File: src/rtl/tpm_tis_regs.sv
// TPM TIS register block behind an LPC TPM-cycle peripheral: locality/status/burst/FIFO/DID_VID
// registers plus command and response byte FIFOs bridging the LPC side to a TPM engine.
module tpm_tis_regs #(
  parameter int          DEPTH   = 64,
  parameter logic [31:0] DID_VID = 32'h0001_1050
) (
  input  logic        clk,
  input  logic        reset,
  input  logic [15:0] addr,
  input  logic [7:0]  wrData,
  input  logic        didWrite,
  input  logic        didRead,
  output logic [7:0]  rdData,
  output logic [7:0]  cmdByte,
  output logic        cmdValid,
  input  logic        cmdReady,
  input  logic [7:0]  rspByte,
  input  logic        rspValid,
  input  logic        rspLast,
  output logic        rspReady,
  output logic [2:0]  dbg_state_o
);

  localparam int AW = $clog2(DEPTH);
  localparam int CW = AW + 1;
  localparam logic [CW-1:0] FULL = CW'(DEPTH);
  localparam logic [8:0] DEPTH9 = 9'(DEPTH);

  typedef enum logic [2:0] {
    ST_IDLE, ST_READY, ST_RECEPTION, ST_EXECUTION, ST_COMPLETION
  } state_t;

  state_t          state_q;
  logic            locality_q;
  logic [AW-1:0]   cmd_wp_q, cmd_rp_q, rsp_wp_q, rsp_rp_q;
  logic [CW-1:0]   cmd_cnt_q, rsp_cnt_q;
  logic [31:0]     size_q;
  logic [7:0]      cmd_mem [DEPTH];
  logic [7:0]      rsp_mem [DEPTH];

  logic wr_access, wr_sts, wr_fifo, flush_access, sts_ready, sts_go;
  logic cmd_full, expect_w, data_avail;
  logic cmd_push, cmd_pop, rsp_push, rsp_pop;
  logic [8:0] burst_cmd, burst_rsp;

  assign dbg_state_o = state_q;

  // Only ACCESS writes get through without an active locality.
  assign wr_access    = didWrite && (addr == 16'h0000);
  assign wr_sts       = didWrite && locality_q && (addr == 16'h0018);
  assign wr_fifo      = didWrite && locality_q && (addr == 16'h0024);
  assign flush_access = wr_access && wrData[5];

  assign cmd_full   = (cmd_cnt_q == FULL);
  assign expect_w   = (state_q == ST_RECEPTION) && !cmd_full &&
                      ((cmd_cnt_q < CW'(6)) || ({{(32-CW){1'b0}}, cmd_cnt_q} < size_q));
  assign data_avail = (state_q == ST_COMPLETION) && (rsp_cnt_q != '0);

  assign sts_ready = wr_sts && wrData[6] &&
                     (state_q inside {ST_IDLE, ST_RECEPTION, ST_COMPLETION});
  assign sts_go    = wr_sts && wrData[5] && (state_q == ST_RECEPTION) && !expect_w;

  // Engine handshakes: a byte moves on a rising edge where valid and ready are both high;
  // valid never depends on ready, and each side may hold its signal for any number of cycles.
  assign cmdValid = (state_q == ST_EXECUTION) && (cmd_cnt_q != '0);
  assign cmdByte  = cmd_mem[cmd_rp_q];
  assign rspReady = (state_q == ST_EXECUTION) && (rsp_cnt_q != FULL);

  assign cmd_push = wr_fifo && (state_q inside {ST_READY, ST_RECEPTION}) && !cmd_full;
  assign cmd_pop  = cmdValid && cmdReady;
  assign rsp_push = rspValid && rspReady;
  assign rsp_pop  = didRead && (addr == 16'h0024) && data_avail;

  assign burst_cmd = DEPTH9 - 9'(cmd_cnt_q);
  assign burst_rsp = 9'(rsp_cnt_q);

  always_comb begin
    rdData = 8'hFF;
    case (addr)
      16'h0000: rdData = {1'b1, 1'b0, locality_q, 3'b000, 1'b0, 1'b0};
      16'h0018: rdData = {1'b1, state_q == ST_READY, 1'b0, data_avail, expect_w, 3'b000};
      16'h0019: begin
        if (state_q inside {ST_READY, ST_RECEPTION}) rdData = burst_cmd[7:0];
        else if (state_q == ST_COMPLETION)           rdData = burst_rsp[7:0];
        else                                         rdData = 8'h00;
      end
      16'h001A: rdData = 8'h00;
      16'h0024: if (data_avail) rdData = rsp_mem[rsp_rp_q];
      16'h0F00: rdData = DID_VID[7:0];
      16'h0F01: rdData = DID_VID[15:8];
      16'h0F02: rdData = DID_VID[23:16];
      16'h0F03: rdData = DID_VID[31:24];
      default:  rdData = 8'hFF;
    endcase
  end

  always_ff @(posedge clk) begin
    if (cmd_push) cmd_mem[cmd_wp_q] <= wrData;
    if (rsp_push) rsp_mem[rsp_wp_q] <= rspByte;
  end

  always_ff @(posedge clk) begin
    if (reset) begin
      state_q    <= ST_IDLE;
      locality_q <= 1'b0;
      cmd_wp_q   <= '0;
      cmd_rp_q   <= '0;
      cmd_cnt_q  <= '0;
      rsp_wp_q   <= '0;
      rsp_rp_q   <= '0;
      rsp_cnt_q  <= '0;
      size_q     <= '0;
    end else begin
      if (flush_access)                 locality_q <= 1'b0;
      else if (wr_access && wrData[1])  locality_q <= 1'b1;

      if (flush_access || sts_ready) begin
        state_q   <= flush_access ? ST_IDLE : ST_READY;
        cmd_wp_q  <= '0;
        cmd_rp_q  <= '0;
        cmd_cnt_q <= '0;
        rsp_wp_q  <= '0;
        rsp_rp_q  <= '0;
        rsp_cnt_q <= '0;
        size_q    <= '0;
      end else begin
        if (cmd_push) begin
          cmd_wp_q  <= cmd_wp_q + AW'(1);
          cmd_cnt_q <= cmd_cnt_q + CW'(1);
          state_q   <= ST_RECEPTION;
          // Header bytes 2..5 carry the big-endian command size.
          if (cmd_cnt_q >= CW'(2) && cmd_cnt_q <= CW'(5)) size_q <= {size_q[23:0], wrData};
        end
        if (sts_go) state_q <= ST_EXECUTION;
        if (cmd_pop) begin
          cmd_rp_q  <= cmd_rp_q + AW'(1);
          cmd_cnt_q <= cmd_cnt_q - CW'(1);
        end
        if (rsp_push) begin
          rsp_wp_q  <= rsp_wp_q + AW'(1);
          rsp_cnt_q <= rsp_cnt_q + CW'(1);
        end
        // The final response byte ends execution; unsent command bytes are dropped.
        if (rsp_push && rspLast) begin
          state_q   <= ST_COMPLETION;
          cmd_wp_q  <= '0;
          cmd_rp_q  <= '0;
          cmd_cnt_q <= '0;
        end
        if (rsp_pop) begin
          rsp_rp_q  <= rsp_rp_q + AW'(1);
          rsp_cnt_q <= rsp_cnt_q - CW'(1);
        end
      end
    end
  end

endmodule

File: config.mk
export PLATFORM = sky130hd
export DESIGN_NAME = tpm_tis_regs
export DESIGN_NICKNAME = d
export VERILOG_FILES = /design/src/rtl/tpm_tis_regs.sv
export SDC_FILE = /design/constraint.sdc
export NUM_CORES = 1
export LEC_CHECK = 0
export CORE_UTILIZATION = 56
export CTS_CLUSTER_SIZE = 16
export DETAILED_ROUTE_END_ITERATION = 12
export GPL_TIMING_DRIVEN = 0
export HOLD_SLACK_MARGIN = 0.06
export PLACE_DENSITY = 0.86
export SLEW_MARGIN = 40
export SYNTH_ARGS = -nofsm -noshare
export SYNTH_HDL_FRONTEND = slang
export SYNTH_SLANG_ARGS = --single-unit
File: constraint.sdc
create_clock -name clk -period 3.2 [get_ports clk]
set_input_delay 0.8 -clock clk [delete_from_list [all_inputs] [get_ports clk]]
set_output_delay 0.8 -clock clk [all_outputs]
set_load 0.05 [all_outputs]
**Word level (Yosys, flattened, before mapping)**

Memory sizes are Yosys's and may differ from the RTL's. A register that Yosys moved wholly into a read port is not among the register bits.
Cells that the tools add are included.
W data, S select, Z words.

- Bits in registers: 74
- Memories kept: 2
- RAM bits: 1024
- Output and inout bits: 21

- Equality and inequality tests: 14
- Reduce and logical (&&, ||, !) cells: 42
- Multiplexer cells: 21
- Magnitude comparators: 4
- Add/subtract/negate cells: 9

Memory list:

| name | words | bits a word | rd ports | clocked after Yosys merged registers in | write ports | line | RTL |
|---|---|---|---|---|---|---|---|
| cmd_mem | 64 | 8 | 1 | 1 | 1 | 38 | `logic [7:0] cmd_mem [DEPTH];` |
| rsp_mem | 64 | 8 | 1 | 1 | 1 | 39 | `logic [7:0] rsp_mem [DEPTH];` |

Operator list:

| cell | count |
|---|---|
| $eq A16 B12 Y1 const B | 4 |
| $pmux W8 S8 | 1 |
| $eq A16 B5 Y1 const B | 3 |
| $mux W7 | 5 |
| $lt A7 B32 Y1 | 1 |
| $add A6 B1 Y6 const B | 4 |
| $logic_and A1 B1 Y1 | 24 |
| $mux W6 | 4 |
| $eq A16 B6 Y1 const B | 1 |
| $logic_not A16 Y1 | 1 |
| $mux W8 | 2 |
| $add A7 B1 Y7 const B | 2 |
| $reduce_bool A7 Y1 | 2 |
| $sub A7 B1 Y7 const B | 2 |
| $mux W3 | 4 |
| $sub A7 B7 Y8 const A | 1 |
| $eq A7 B7 Y1 const B | 1 |
| $ge A7 B2 Y1 const B | 1 |
| $le A7 B3 Y1 const B | 1 |
| $lt A7 B3 Y1 const B | 1 |
| $ne A7 B7 Y1 const B | 1 |
| $eq A3 B2 Y1 const B | 2 |
| $reduce_bool A2 Y1 | 3 |
| $reduce_or A2 Y1 | 3 |
| other kinds (10) | 16 |

**Logic depth before layout (Yosys ltp)**

- Depth after elaboration: 9
- Gate-level depth with buffers: 14
- Gate-level depth less buffers: 12

**Worst setup path before layout**

Ideal clock, no wire load.

- Path kind: input to output
- Start point: input addr[9]
- End point: output rdData[1]
- Stages: 4
- Path slack: -1.382 ns
- Required time: 2.400 ns
- Path buffers: 0
- Arrival time: 3.782 ns
- Path through: or4_4 -> nor4_4 -> nand2_1 -> o311ai_0

- Cells in the longest elaborated chain, start to end: 3

Ends and longest elaborated chain:

| element | line | RTL |
|---|---|---|
| start, declared | 9 | `input logic [15:0] addr,` |
| $eq A16 B12 Y1 / $eq A16 B5 Y1 (equally long branches) | 79 | `case (addr)` |
| $reduce_or A2 Y1 (no source line) | -- |  |
| $pmux W8 S8 (*) | 79 |  |
| end, declared | 13 | `output logic [7:0] rdData,` |

Mark *: on every way between the ends. The rest lies on a longest branch, timed or not.

==> run_results.csv <==
group,metric,value,unit
layout,instances_no_fill,3649,
worst_setup_path,worst-r2r-cell-count,13,
layout,layout.nets,2581,
global_route,antenna_found_initial,4,
sta,setup_violations,197,
sta,rsz0062_at_grt,"true",
synthesis,synthTopCellsByArea,"edfxtp_1, mux4_2, dfxtp_1, nor2_1, nand2_1",
die,dieArea,0.0796,mm^2
sta,hold_ws,0.314,ns
die,initial_core_util,56.7,%
drt,vias_per_cell,7.16,
drt,vias,26100,
layout,layout.area.seq,0.0325,mm^2
global_route,grt_use_met2,53.4,%
min_path,min_path_type,"primary input to flip-flop",
worst_setup_path,cp.required,2.40,ns
placement,globalplace.congestion,1.03,
layout,multi_input_area,0.0124,mm^2
synthesis,ys_ff_latch,1110,
die,io_pins,60,
synthesis,synthesis.area,0.0440,mm^2
layout,drive_gt1_share,36.7,%
placement,dpl.hpwl,69900,um
synthesis,syn_area_per_cell,19.7,um^2
worst_setup_path,path_class,"flip-flop to output pin",
placement,dp_cells,3348,
global_route,grt_use_met1,38.8,%
worst_setup_path,worstPathMaxFanout,8,
synthesis,synthArstFlopShare,0,%
min_path,hold_depth,1,
clock_tree,root_buffer,"clkbuf_16",
worst_setup_path,endpoint_kind,"output pin",
die,dieHeight,282,um
clock_tree,path_clk_slew,0.06,ns
clock_tree,htree_levels,3,
worst_setup_path,cp_common_cell,"buf_12",
worst_setup_path,startpoint_type,"flip-flop",
power_and_ir_drop,power,28.9,mW
layout,antennaDiodeCount,0,
drt,post-route-drc-count,0,
synthesis,syn_inst,2234,
status,violations,"setup timing",
clock_tree,clockBufferDepth,3,
sta,relSlewSlack,32.8,%
sta,slew_violations,0,
die,core,0.0776,mm^2
layout,syn_to_final_growth,21.0,%
sta,finalWorstSetupSlack,-1.18,ns
sta,worstMarginPinSlew,0.999,ns
worst_setup_path,slowest_delay,0.52,ns
synthesis,yosysUniqueCellTypes,72,
sta,fmax,0.228,GHz
layout,fill_cells,4350,
min_path,holdCritStartpoint,"rspByte[7]",
synthesis,ys.flop_type,"edfxtp_1",
min_path,min_to,"rsp_mem[46][7]",
global_route,use_met3,6.82,%
placement,io_buffers,59,
clock_tree,cts_buffers,102,
sta,finalCriticalPeriod,4.38,ns
worst_setup_path,crit_arrival,3.58,ns
sta,finalCritPeriodShare,137,%
worst_setup_path,crit_chain,"buf_12 > buf_16 > buf_12 > mux4_2 > a22oi_2 > a21oi_1 > or2_4 > o31ai_4 > nand4_1 > buf_6",
power_and_ir_drop,power_leakage,16.3,nW
global_route,grt_busiest_layer,"met2",
drt,drtIter0Drc,4204,
sta,skew,0.0688,ns
placement,dpl_cell_area,0.0464,mm^2
die,rows,102,
drt,ant_nets,0,
power_and_ir_drop,ir_worst_vdd,0.000619,V
global_route,grt_overflow,0,
status,outcome,"finished with violations",
global_route,grt_max_degree,65,
drt,wl_per_cell,36.8,um
worst_setup_path,cpMaxStageDelayCell,"mux4_2",
worst_setup_path,r2r_slack,-0.04,ns
synthesis,ys_seq_area_share,73.9,%
synthesis,synth_area_leader_cell,"edfxtp_1",
job,cap_violations,0,
clock_tree,clock_insertion_delay_worst_skew,0.73,ns
worst_setup_path,r2r_start,"cmd_cnt_q[1]",
clock_tree,cts_sinks,1110,
clock_tree,cts_tree,"built",
global_route,grt_usage,31.9,%
drt,wirelength,134000,um
global_route,grt_pass1_wl,178000,um
power_and_ir_drop,power_density,543,mW/mm^2
drt,drt-pass1-iter-count,6,
synthesis,synth_nets,2292,
synthesis,ys_warn_count,0,
die,die_w,282,um
synthesis,yosysTopAreaCellShare,69.9,%
layout,design_area,0.0532,mm^2
synthesis,synth-edff-count,1024,
global_route,grt_pass1_vias,25700,
worst_setup_path,worstReg2RegEnd,"cmd_cnt_q[6]",
sta,hold_viol,0,
-- cells in the mapped netlist, types with 7 or more instances --
| cell type | count |
|---|---|
| a21oi_1 | 48 |
| a22oi_1 | 23 |
| and2_1 | 9 |
| buf_1 | 16 |
| buf_2 | 40 |
| buf_4 | 11 |
| clkbuf_1 | 57 |
| dfxtp_1 | 86 |
| edfxtp_1 | 1024 |
| ha_1 | 18 |
| inv_1 | 14 |
| mux2i_1 | 30 |
| mux4_2 | 305 |
| nand2_1 | 123 |
| nand3_1 | 16 |
| nand3b_1 | 8 |
| nand4_1 | 18 |
| nor2_1 | 186 |
| nor2b_1 | 12 |
| nor3_1 | 8 |
| nor4_1 | 14 |
| o21ai_0 | 17 |
| o22ai_1 | 7 |
| xnor2_1 | 20 |
| xor2_1 | 16 |
-- cell families (layout without fill, tap and decap cells) --
logic type / count (synthesis) / after routing / synth area share [%]
mux: 336 / 336 / 16.3
fa+ha+maj: 19 / 19 / 0.558
flops: 1110 / 1110 / 73.9
simple gates: 441 / 441 / 4.81
compound gates: 152 / 152 / 2.31
buf+inv: 140 / 515 / 1.42
xor+xnor: 36 / 36 / 0.717
-- report_power, final --
group	total [mW]	internal (mW)	switching [mW]	leakage (nW)
logic	0.388	0.0820	0.306	4.82
clock network	12.7	6.88	5.78	1.63
registers	15.8	15.8	0.000000159	9.90
total	28.9	22.8	6.09	16.3
-- per-stage QoR --
stage	worst slack [ns]	utilization [%]	TNS (ns)
3_5_place_dp	-2.01	59.9	-1181.69
2_1_floorplan	-0.506	-	-9.15
6_report	-1.18	68.5	-21.81
4_1_cts	-1.01	67.3	-17.85
5_1_grt	-1.16	68.5	-19.26
3_3_place_gp	-2.04	59.5	-1305.30
-- how the worst max path moves through the flow --
stage | start | to | slack [ns] | cells after the start
finish | flip-flop | rdData[3] | -1.18 | 10
global route | flip-flop | rdData[3] | -1.16 | 10
CTS | flip-flop | rdData[6] | -1.01 | 8
detailed placement | addr[9] | rdData[6] | -2.01 | 8
global placement | addr[9] | rdData[6] | -2.04 | 8
floorplan | addr[9] | rdData[2] | -0.51 | 5
-- flip-flops by register name, summed over array words and instances, names as in the netlist, named ones only --
register     count
rsp_wp_q         6
rsp_mem        512
cmd_wp_q         6
cmd_cnt_q        7
rsp_rp_q         6
cmd_mem        512
size_q          32
dbg_state_o      3
cmd_rp_q         6
locality_q       1
rsp_cnt_q        7
-- layer usage --
layer  part of all wire [%]  vias to the layer above  routed length (um)
met5                  0.036                        -                  48
met3                     12                      645               15900
met2                     50                     2598               67000
li1                       -                     9732                   -
met1                     31                    13100               41500
met4                    7.3                        8                9850
-- repair_timing --
action | 4_1_cts | 5_1_grt
pin swaps | 45 | 38
setup endpoints to repair | 1054 | 899
hold endpoints to repair | 0 | 0
setup buffers | 70 | 40
hold buffers | 0 | 0
gates resized for setup | 541 | 107
cloned | 1 | 10
-- area by class of cell --
type	instances	area share [%]
Tap cell	1040	2.45
Multi-Input combinational cell	984	23.3
Sequential cell	1110	61.1
Timing Repair Buffer	195	4.50
Buffer	115	2.20
Clock inverter	63	1.36
Inverter	15	0.111
Clock buffer	127	5.01
-- critical path: cells and delay by family (launching register included) --
kind                   cells  cell delay [ns]
AO/OA/AOI/OAI              3             0.71
buffers and inverters      4             0.70
flip-flops                 1             0.37
multiplexers               1             0.52
AND/OR/NAND/NOR            2             0.58
-- layout by cell type (no fill, tap or decap), types with 26 or more instances in the layout --
master	Yosys	final
nand2_1	123	107
dfxtp_1	86	79
mux4_2	305	305
clkbuf_16	0	114
buf_12	0	59
edfxtp_1	1024	1024
buf_6	1	34
nor2_1	186	56
nor2_4	0	110
clkbuf_1	57	39
mux2i_1	30	26
clkinv_1	1	30
a21oi_1	48	44
buf_4	11	95
Note: power is estimated with default switching activity, not from simulation.
